===== config.mk =====
export PLATFORM = sky130hd
export DESIGN_NAME = move_walker
export DESIGN_NICKNAME = d
export VERILOG_FILES = /design/src/rtl/move_walker_pkg.sv /design/src/rtl/move_walker.sv
export SDC_FILE = /design/constraint.sdc
export NUM_CORES = 1
export LEC_CHECK = 0
export ABC_CLOCK_PERIOD_IN_PS = 6500
export BUFFER_PORTS_ARGS = -buffer_cell sky130_fd_sc_hd__buf_4
export CORE_AREA = 2 2 229 231
export CTS_CLUSTER_SIZE = 20
export DETAILED_ROUTE_END_ITERATION = 10
export DIE_AREA = 0 0 231 233
export PLACE_DENSITY_LB_ADDON = 0.2
export SYNTH_ARGS = -nofsm -noshare
export SYNTH_HDL_FRONTEND = slang
export SYNTH_SLANG_ARGS = --single-unit

===== constraint.sdc =====
create_clock -name clk -period 6.5 [get_ports clk]
set_input_delay 1.95 -clock clk [delete_from_list [all_inputs] [get_ports clk]]
set_output_delay 1.95 -clock clk [all_outputs]
set_load 0.01 [all_outputs]

===== src/rtl/move_walker_pkg.sv =====
// Shared types and bounds for the move-list walker.
// Board constants mirror the vchess.vh values so the walker builds standalone.
package move_walker_pkg;

    localparam int PIECE_BITS        = 4;
    localparam int MAX_POSITIONS_DEF = 256;
    localparam logic [PIECE_BITS-1:0] EMPTY_POSN = '0;

    localparam int READ_LATENCY_MAX = 7;
    localparam int CLEAR_WAIT_MIN   = 1;
    localparam int CLEAR_WAIT_MAX   = 15;
    localparam int WAIT_W           = 4;

    typedef enum logic [2:0] {
        ST_IDLE,
        ST_FETCH,
        ST_PRESENT,
        ST_CLEAR,
        ST_HOLD
    } state_e;

endpackage


===== src/rtl/move_walker.sv =====
// Walks the all_moves RAM one index at a time and streams each move out on a
// valid/ready handshake, with emit limit, abort and a clear/hold tail.
module move_walker
    import move_walker_pkg::*;
#(
    parameter int PIECE_WIDTH        = PIECE_BITS,
    parameter int SIDE_WIDTH         = PIECE_WIDTH * 8,
    parameter int BOARD_WIDTH        = PIECE_WIDTH * 64,
    parameter int MAX_POSITIONS      = MAX_POSITIONS_DEF,
    parameter int MAX_POSITIONS_LOG2 = $clog2(MAX_POSITIONS),
    parameter int READ_LATENCY       = 1,
    parameter int CLEAR_WAIT         = 1
) (
    input  logic                          clk,
    input  logic                          reset,
    input  logic                          moves_ready,
    input  logic [MAX_POSITIONS_LOG2-1:0] move_count,
    output logic [MAX_POSITIONS_LOG2-1:0] move_index,
    output logic                          clear_moves,
    input  logic [BOARD_WIDTH-1:0]        board_in,
    input  logic                          white_to_move_in,
    input  logic [3:0]                    castle_mask_in,
    input  logic [3:0]                    en_passant_col_in,
    input  logic [MAX_POSITIONS_LOG2:0]   max_emit,
    input  logic                          abort,
    output logic                          out_valid,
    input  logic                          out_ready,
    output logic [BOARD_WIDTH-1:0]        board_out,
    output logic                          white_to_move_out,
    output logic [3:0]                    castle_mask_out,
    output logic [3:0]                    en_passant_col_out,
    output logic [MAX_POSITIONS_LOG2-1:0] out_index,
    output logic                          out_last,
    output logic [MAX_POSITIONS_LOG2:0]   emitted,
    output logic                          busy,
    output logic                          done
);

    localparam int IW = MAX_POSITIONS_LOG2;
    localparam logic [BOARD_WIDTH-1:0] EMPTY_BOARD = {64{EMPTY_POSN}};
    localparam logic [WAIT_W-1:0]      RL_LOAD     = WAIT_W'(READ_LATENCY);
    localparam logic [WAIT_W-1:0]      CW_LOAD     = WAIT_W'(CLEAR_WAIT - 1);
    localparam logic [IW:0]            ONE_W       = 1;
    localparam logic [IW-1:0]          ONE_I       = 1;

    state_e                  state_q, state_d;
    logic [WAIT_W-1:0]       wait_q, wait_d;
    logic [IW-1:0]           cnt_q, cnt_d;
    logic [IW:0]             lim_q, lim_d;
    logic [IW:0]             emitted_q, emitted_d;
    logic [IW-1:0]           move_index_q, move_index_d;
    logic [IW-1:0]           out_index_q, out_index_d;
    logic                    out_valid_q, out_valid_d;
    logic                    out_last_q, out_last_d;
    logic [BOARD_WIDTH-1:0]  board_q, board_d;
    logic                    wtm_q, wtm_d;
    logic [3:0]              castle_q, castle_d;
    logic [3:0]              ep_q, ep_d;

    // Widened by one bit so a count of MAX_POSITIONS-1 never wraps.
    logic [IW:0] idx_p1, emit_p1;
    assign idx_p1  = {1'b0, move_index_q} + ONE_W;
    assign emit_p1 = emitted_q + ONE_W;

    always_comb begin
        state_d      = state_q;
        wait_d       = wait_q;
        cnt_d        = cnt_q;
        lim_d        = lim_q;
        emitted_d    = emitted_q;
        move_index_d = move_index_q;
        out_index_d  = out_index_q;
        out_valid_d  = out_valid_q;
        out_last_d   = out_last_q;
        board_d      = board_q;
        wtm_d        = wtm_q;
        castle_d     = castle_q;
        ep_d         = ep_q;
        clear_moves  = 1'b0;
        done         = 1'b0;
        case (state_q)
            ST_IDLE: begin
                move_index_d = '0;
                if (moves_ready) begin
                    cnt_d     = move_count;
                    lim_d     = max_emit;
                    emitted_d = '0;
                    if (move_count == '0) begin
                        state_d = ST_CLEAR;
                    end else begin
                        wait_d  = RL_LOAD;
                        state_d = ST_FETCH;
                    end
                end
            end
            ST_FETCH: begin
                if (abort) begin
                    state_d = ST_CLEAR;
                end else if (wait_q != '0) begin
                    wait_d = wait_q - 1'b1;
                end else begin
                    board_d     = board_in;
                    wtm_d       = white_to_move_in;
                    castle_d    = castle_mask_in;
                    ep_d        = en_passant_col_in;
                    out_index_d = move_index_q;
                    out_last_d  = (idx_p1 >= {1'b0, cnt_q}) ||
                                  ((lim_q != '0) && (emit_p1 >= lim_q));
                    out_valid_d = 1'b1;
                    state_d     = ST_PRESENT;
                end
            end
            ST_PRESENT: begin
                // An accept on the abort edge still counts.
                if (out_valid_q && out_ready) begin
                    emitted_d   = emit_p1;
                    out_valid_d = 1'b0;
                    if (out_last_q || abort) begin
                        state_d = ST_CLEAR;
                    end else begin
                        move_index_d = move_index_q + ONE_I;
                        wait_d       = RL_LOAD;
                        state_d      = ST_FETCH;
                    end
                end else if (abort) begin
                    out_valid_d = 1'b0;
                    state_d     = ST_CLEAR;
                end
            end
            ST_CLEAR: begin
                clear_moves  = 1'b1;
                move_index_d = '0;
                wait_d       = CW_LOAD;
                state_d      = ST_HOLD;
            end
            ST_HOLD: begin
                if (wait_q != '0) begin
                    wait_d = wait_q - 1'b1;
                end else begin
                    done    = 1'b1;
                    state_d = ST_IDLE;
                end
            end
            default: state_d = ST_IDLE;
        endcase
    end

    always_ff @(posedge clk) begin
        if (reset) begin
            state_q      <= ST_IDLE;
            wait_q       <= '0;
            cnt_q        <= '0;
            lim_q        <= '0;
            emitted_q    <= '0;
            move_index_q <= '0;
            out_index_q  <= '0;
            out_valid_q  <= 1'b0;
            out_last_q   <= 1'b0;
            board_q      <= EMPTY_BOARD;
            wtm_q        <= 1'b0;
            castle_q     <= '0;
            ep_q         <= '0;
        end else begin
            state_q      <= state_d;
            wait_q       <= wait_d;
            cnt_q        <= cnt_d;
            lim_q        <= lim_d;
            emitted_q    <= emitted_d;
            move_index_q <= move_index_d;
            out_index_q  <= out_index_d;
            out_valid_q  <= out_valid_d;
            out_last_q   <= out_last_d;
            board_q      <= board_d;
            wtm_q        <= wtm_d;
            castle_q     <= castle_d;
            ep_q         <= ep_d;
        end
    end

    assign move_index         = move_index_q;
    assign out_valid          = out_valid_q;
    assign out_last           = out_last_q;
    assign out_index          = out_index_q;
    assign board_out          = board_q;
    assign white_to_move_out  = wtm_q;
    assign castle_mask_out    = castle_q;
    assign en_passant_col_out = ep_q;
    assign emitted            = emitted_q;
    assign busy               = (state_q != ST_IDLE);

endmodule


* Yosys cells after proc, flatten, opt, wreduce, memory -nomap -nowiden
Index checks and enable logic that the tools add are counted.
** Operators by class
- Eq/ne operators :: 13
- Mux-type cells :: 30
- Order comparisons :: 2
- Bitwise operators :: 2
- Add/subtract/negate cells :: 4
- Reduce and logical (&&, ||, !) cells :: 21
** Operators by type and width (count)
- 4-bit 2-to-1 mux :: 6
- 4-bit case mux with 5 select lines :: 1
- 3-bit 2-to-1 mux :: 6
- 9-bit 2-to-1 mux :: 2
- 9-bit case mux with 2 select lines :: 1
- 8-bit 2-to-1 mux :: 2
- 8-bit case mux with 2 select lines :: 1
- 3-bit case mux with 5 select lines :: 1
- 2-bit != test (second input constant) :: 7
- 8-bit by 1-bit adder with 9-bit output (second input constant) :: 1
- 9-bit by 1-bit adder with 9-bit output (second input constant) :: 1
- 9-bit by 8-bit >= comparator with 1-bit output :: 1
- 9-bit >= comparator :: 1
- 3-bit AND reduction :: 3
- 9-bit nonzero test :: 1
- 8-bit by 1-bit adder with 8-bit output (second input constant) :: 1
- 8-bit logical NOT :: 1
- 4-bit AND reduction :: 2
- 1-bit 2-to-1 mux :: 7
- 3-bit by 2-bit == test with 1-bit output (second input constant) :: 2
- 3-bit != test (second input constant) :: 2
- 6-bit AND reduction :: 1
- 2-bit nonzero test :: 3
- 5-bit nonzero test :: 1
- other kinds (13) :: 17
** Storage, ports and cells
- Word-level logic and storage cells :: 85
- Bits in registers :: 316

* Logic depth before layout (Yosys ltp)
- Depth after elaboration :: 4
- Depth in mapped cells :: 10
- Gate-level depth less buffers :: 10

* Least setup slack after synthesis
Ideal clock, no wire load.
- Path type :: input to register
- From :: input abort
- To :: register wait_q[0]
- Path buffers :: 0
- Required time :: 6.385 ns
- Setup time :: 0.115 ns
- Stages on the path :: 5
- Setup slack :: 3.216 ns
- Arrival :: 3.169 ns
- Path through :: nand2b_1 -> or3_1 -> a211oi_2 -> nor2_1 -> a2111oi_0
** Between the ends
- Word-level cells in the longest chain between the ends :: 3
** RTL lines
- from (decl) :: RTL line move_walker.sv:25 : input logic abort,
- 1-bit logical OR :: RTL line move_walker.sv:118 : if (out_last_q || abort) begin
- 2-bit != test (no line)
- 6-bit AND reduction (no line) (*)
- to (signal assigned) :: RTL line move_walker.sv:165 : wait_q <= wait_d;
- to (decl) :: RTL line move_walker.sv:47 : logic [WAIT_W-1:0] wait_q, wait_d;
Mark *: on every way between the ends. The rest lies on a longest branch, timed or not.
A chain may end at the register's enable or synchronous reset.

* Final worst setup path
- From :: register wait_q[0]
- To :: output done
** Between the ends
- Word-level cells in the longest chain between the ends :: 3
** RTL lines
- 4-bit nonzero test :: RTL line move_walker.sv:137 : if (wait_q != '0) begin
- 1-bit 2-to-1 mux :: RTL line move_walker.sv:137
- 1-bit 2-to-1 mux :: RTL line move_walker.sv:81 : case (state_q)
- to (decl) :: RTL line move_walker.sv:36 : output logic done
Every way passes these cells.

==> summary.txt <==
Placed Cells: 2,676
Vias after detailed routing: 11,840
CP max stage delay: 0.38 ns
Synth cell types: 49
Post-Synthesis Cells: 1,513
Routability cong.: 0.8387
1st-pass router iterations: 5
Syn Std Cell Area: 11,840 um2
Starting Density: 23.18%
Critical path cell sequence: inv_1, ha_1, nor3b_1, and2_1, buf_4
Minimum clock period: 3.798 ns
Asr flop ratio synth: 0%
Clock sinks: 316
Ys flop type: dfxtp_1
R2r setup slk: 3.69 ns
Final Hold Violating Endpoints: 0
Chip Height: 233 um
Hold endpoint: board_out[14]
GRT overflow: 0
Antenna violations before repair: 1
Worst path required time: 4.55 ns
Die width: 231 um
Setup TNS: 0 ns
Tcrit/Tclk final: 58.44%
Outcome: completed
CP max stage cell: nor3b_1
Hold Startpoint: board_out[14]
Routed Antenna Nets: 0
Post-CTS Setup Bufs: 0
Flops & latches, synth: 316
Clock-pin slew on the worst setup and hold paths: 0.06 ns
CTS hold repair buffers: 0
Seq/Total Area, Yosys: 53.42%
Drt initial violations: 568
RSZ-0062 raised after global routing: no
N_diodes: 0
Avg Synthesized Cell Area: 7.826 um2
Final HPWL DP: 30,090 um
Hold Slack: 0.4526 ns
Post-synth EDFFs: 0
Final WS setup: 2.702 ns
CTS tree: yes
Max Cap Viol: 0
Vias per cell: 4.319
All-Layer GR Usage: 15.00%
Largest net degree at the start of global routing: 170
Reg2reg end: board_out[97]
IO Pins: 582
Routed wire length: 42,770 um
Area Growth Syn to Fin: 51.38%
Wirelength per Cell: 15.60 um
IO buf count: 581
Power per cell area: 347.2 nW/um2
Syn Nets: 1,821
Clock Tree Root: clkbuf_16
Fin cells: 2,742
Pleak: 7.550 nW
Post-CTS sizing: 0
Final setup fails: 0
DRC viols: 0
Die ar.: 53,820 um2
Rel. slew slack: 36.75%
Max Freq: 263.3 MHz
Fin area: 17,930 um2
CP arrival: 1.85 ns
Worst r2r src: wait_q[0]
Number of global-route vias before repair: 11,200
Clock Latency Late Sink: 0.54 ns
Maximum clock skew at final layout: 0.009238 ns
Number of CTS-inserted buffers: 39
Hold Crit Class: reg2reg
WHS Path Cells: 2
Least-Margin Pin Slew: 0.9487 ns
Std-Cell Rows: 83
Slew Viols, Final: 0
R2r worst-path depth: 7
Layout cells sized above 1: 31.47%
Final Power: 6.224 mW
Final core utilization: 35.08%
Maximum clock insertion buffer count: 3
VDD IR max: 0.0002100 V
Post-Place Setup Slack: 2.540 ns
CP Max Fanout: 4
Layout Nets: 2,345
First-pass GRT wire length: 64,290 um
Critical Path Source Type: register
Post-Place Cell Area: 16,700 um2
YS warnings: 0
Core area: 51,090 um2
Kind of critical path: reg2out
Critical Path End Type: output port
H-Tree Depth: 2
## worst max-delay path: cells and delay by family (launching register included)
| family | cells | cell delay, ns |
|---|---|---|
| flops | 1 | 0.33 |
| fa+ha+maj | 1 | 0.16 |
| simple gates | 2 | 0.59 |
| buf+inv | 2 | 0.23 |
## worst max path at each step
stage,start,end,cells after the start
after detailed placement,abort,board_out[103],6
after floorplan,abort,wait_q[0],5
after global placement,abort,board_out[38],6
after CTS,wait_q[0],done,5
after global routing,wait_q[0],done,5
final,wait_q[0],done,5
## kinds of logic after synthesis
group	count (synthesis)	synth area share, %
adders and majority gates	21	2.219
DFF	316	53.42
AOI/OAI and AO/OA	351	15.51
muxes	2	0.1796
and+or+nand+nor	684	23.06
buffers and inverters	126	4.649
xor gates and xnor gates	13	0.9615
## Yosys cell counts (all sizes together), types with 2 or more instances
master    n  area [um2]
xnor2     3       26.28
nand3b    6       45.04
nand2b    5       31.28
a211oi    2       20.02
a31oi     2       12.51
clkbuf   42       157.7
a21oi   312        1565
and2      3       18.77
nor2b     5       31.28
ha       21       262.8
or2       2       12.52
nor3b     4       35.03
nand3     7       35.03
inv      22       82.58
buf      62       310.3
nor4      4       25.02
or3b      2       20.02
or3       3       18.77
or4       3       22.52
nor3      9       45.04
nand2   593        2226
o211ai    2       15.01
nor2     32       120.1
a21o      2       15.01
dfxtp   316        6326
and3      3       18.77
o21a      2       15.01
a22oi     6       45.04
xor2     10       87.58
o21ai    15       75.07
## placed cells by master, fill, tap and decap left out, types with 5 or more instances in the layout
cell type,count
a21oi_1,311
a22oi_1,6
buf_4,582
clkbuf_1,12
clkbuf_16,41
clkbuf_8,7
dfxtp_1,316
ha_1,21
inv_1,22
nand2_1,593
nand2b_1,5
nand3_1,7
nand3b_1,6
nor2_1,32
nor2b_1,5
nor3_1,9
o21ai_0,11
xor2_1,10
## registers in the layout, summed over array words and instances (netlist names)
| signal | cells |
|---|---|
| board_out | 256 |
| emitted | 9 |
| lim_q | 9 |
| cnt_q | 8 |
| move_index | 8 |
| out_index | 8 |
| castle_mask_out | 4 |
| en_passant_col_out | 4 |
| wait_q | 4 |
| state_q | 3 |
| out_last | 1 |
| out_valid | 1 |
| white_to_move_out | 1 |
## final cells by class
cell class                 instances  area, um2
tap                              680      850.8
sequential                       316       6326
timing repair buffer             587       4464
fill                            5473      33170
multi-input combinational       1071       4975
clock buffer                      60       1167
inverter                          22      82.58
clock inverter                     6      60.06
## report_power, final
| group | internal [mW] | switching (mW) |
|---|---|---|
| sequential | 2.23 | 0.177 |
| clock | 1.27 | 0.828 |
| combinational | 0.725 | 0.991 |
| total | 4.23 | 2.00 |
## per-layer routing
layer | vias up | part of all wire, % | track usage (%)
met5 | - | 0.016 | 0
met4 | 2 | 2.2 | 4.798
met3 | 53 | 8.0 | 4.510
met2 | 368 | 50 | 25.90
met1 | 5442 | 40 | 17.74
li1 | 5977 | - | -
(Power assumes the default switching activity.)
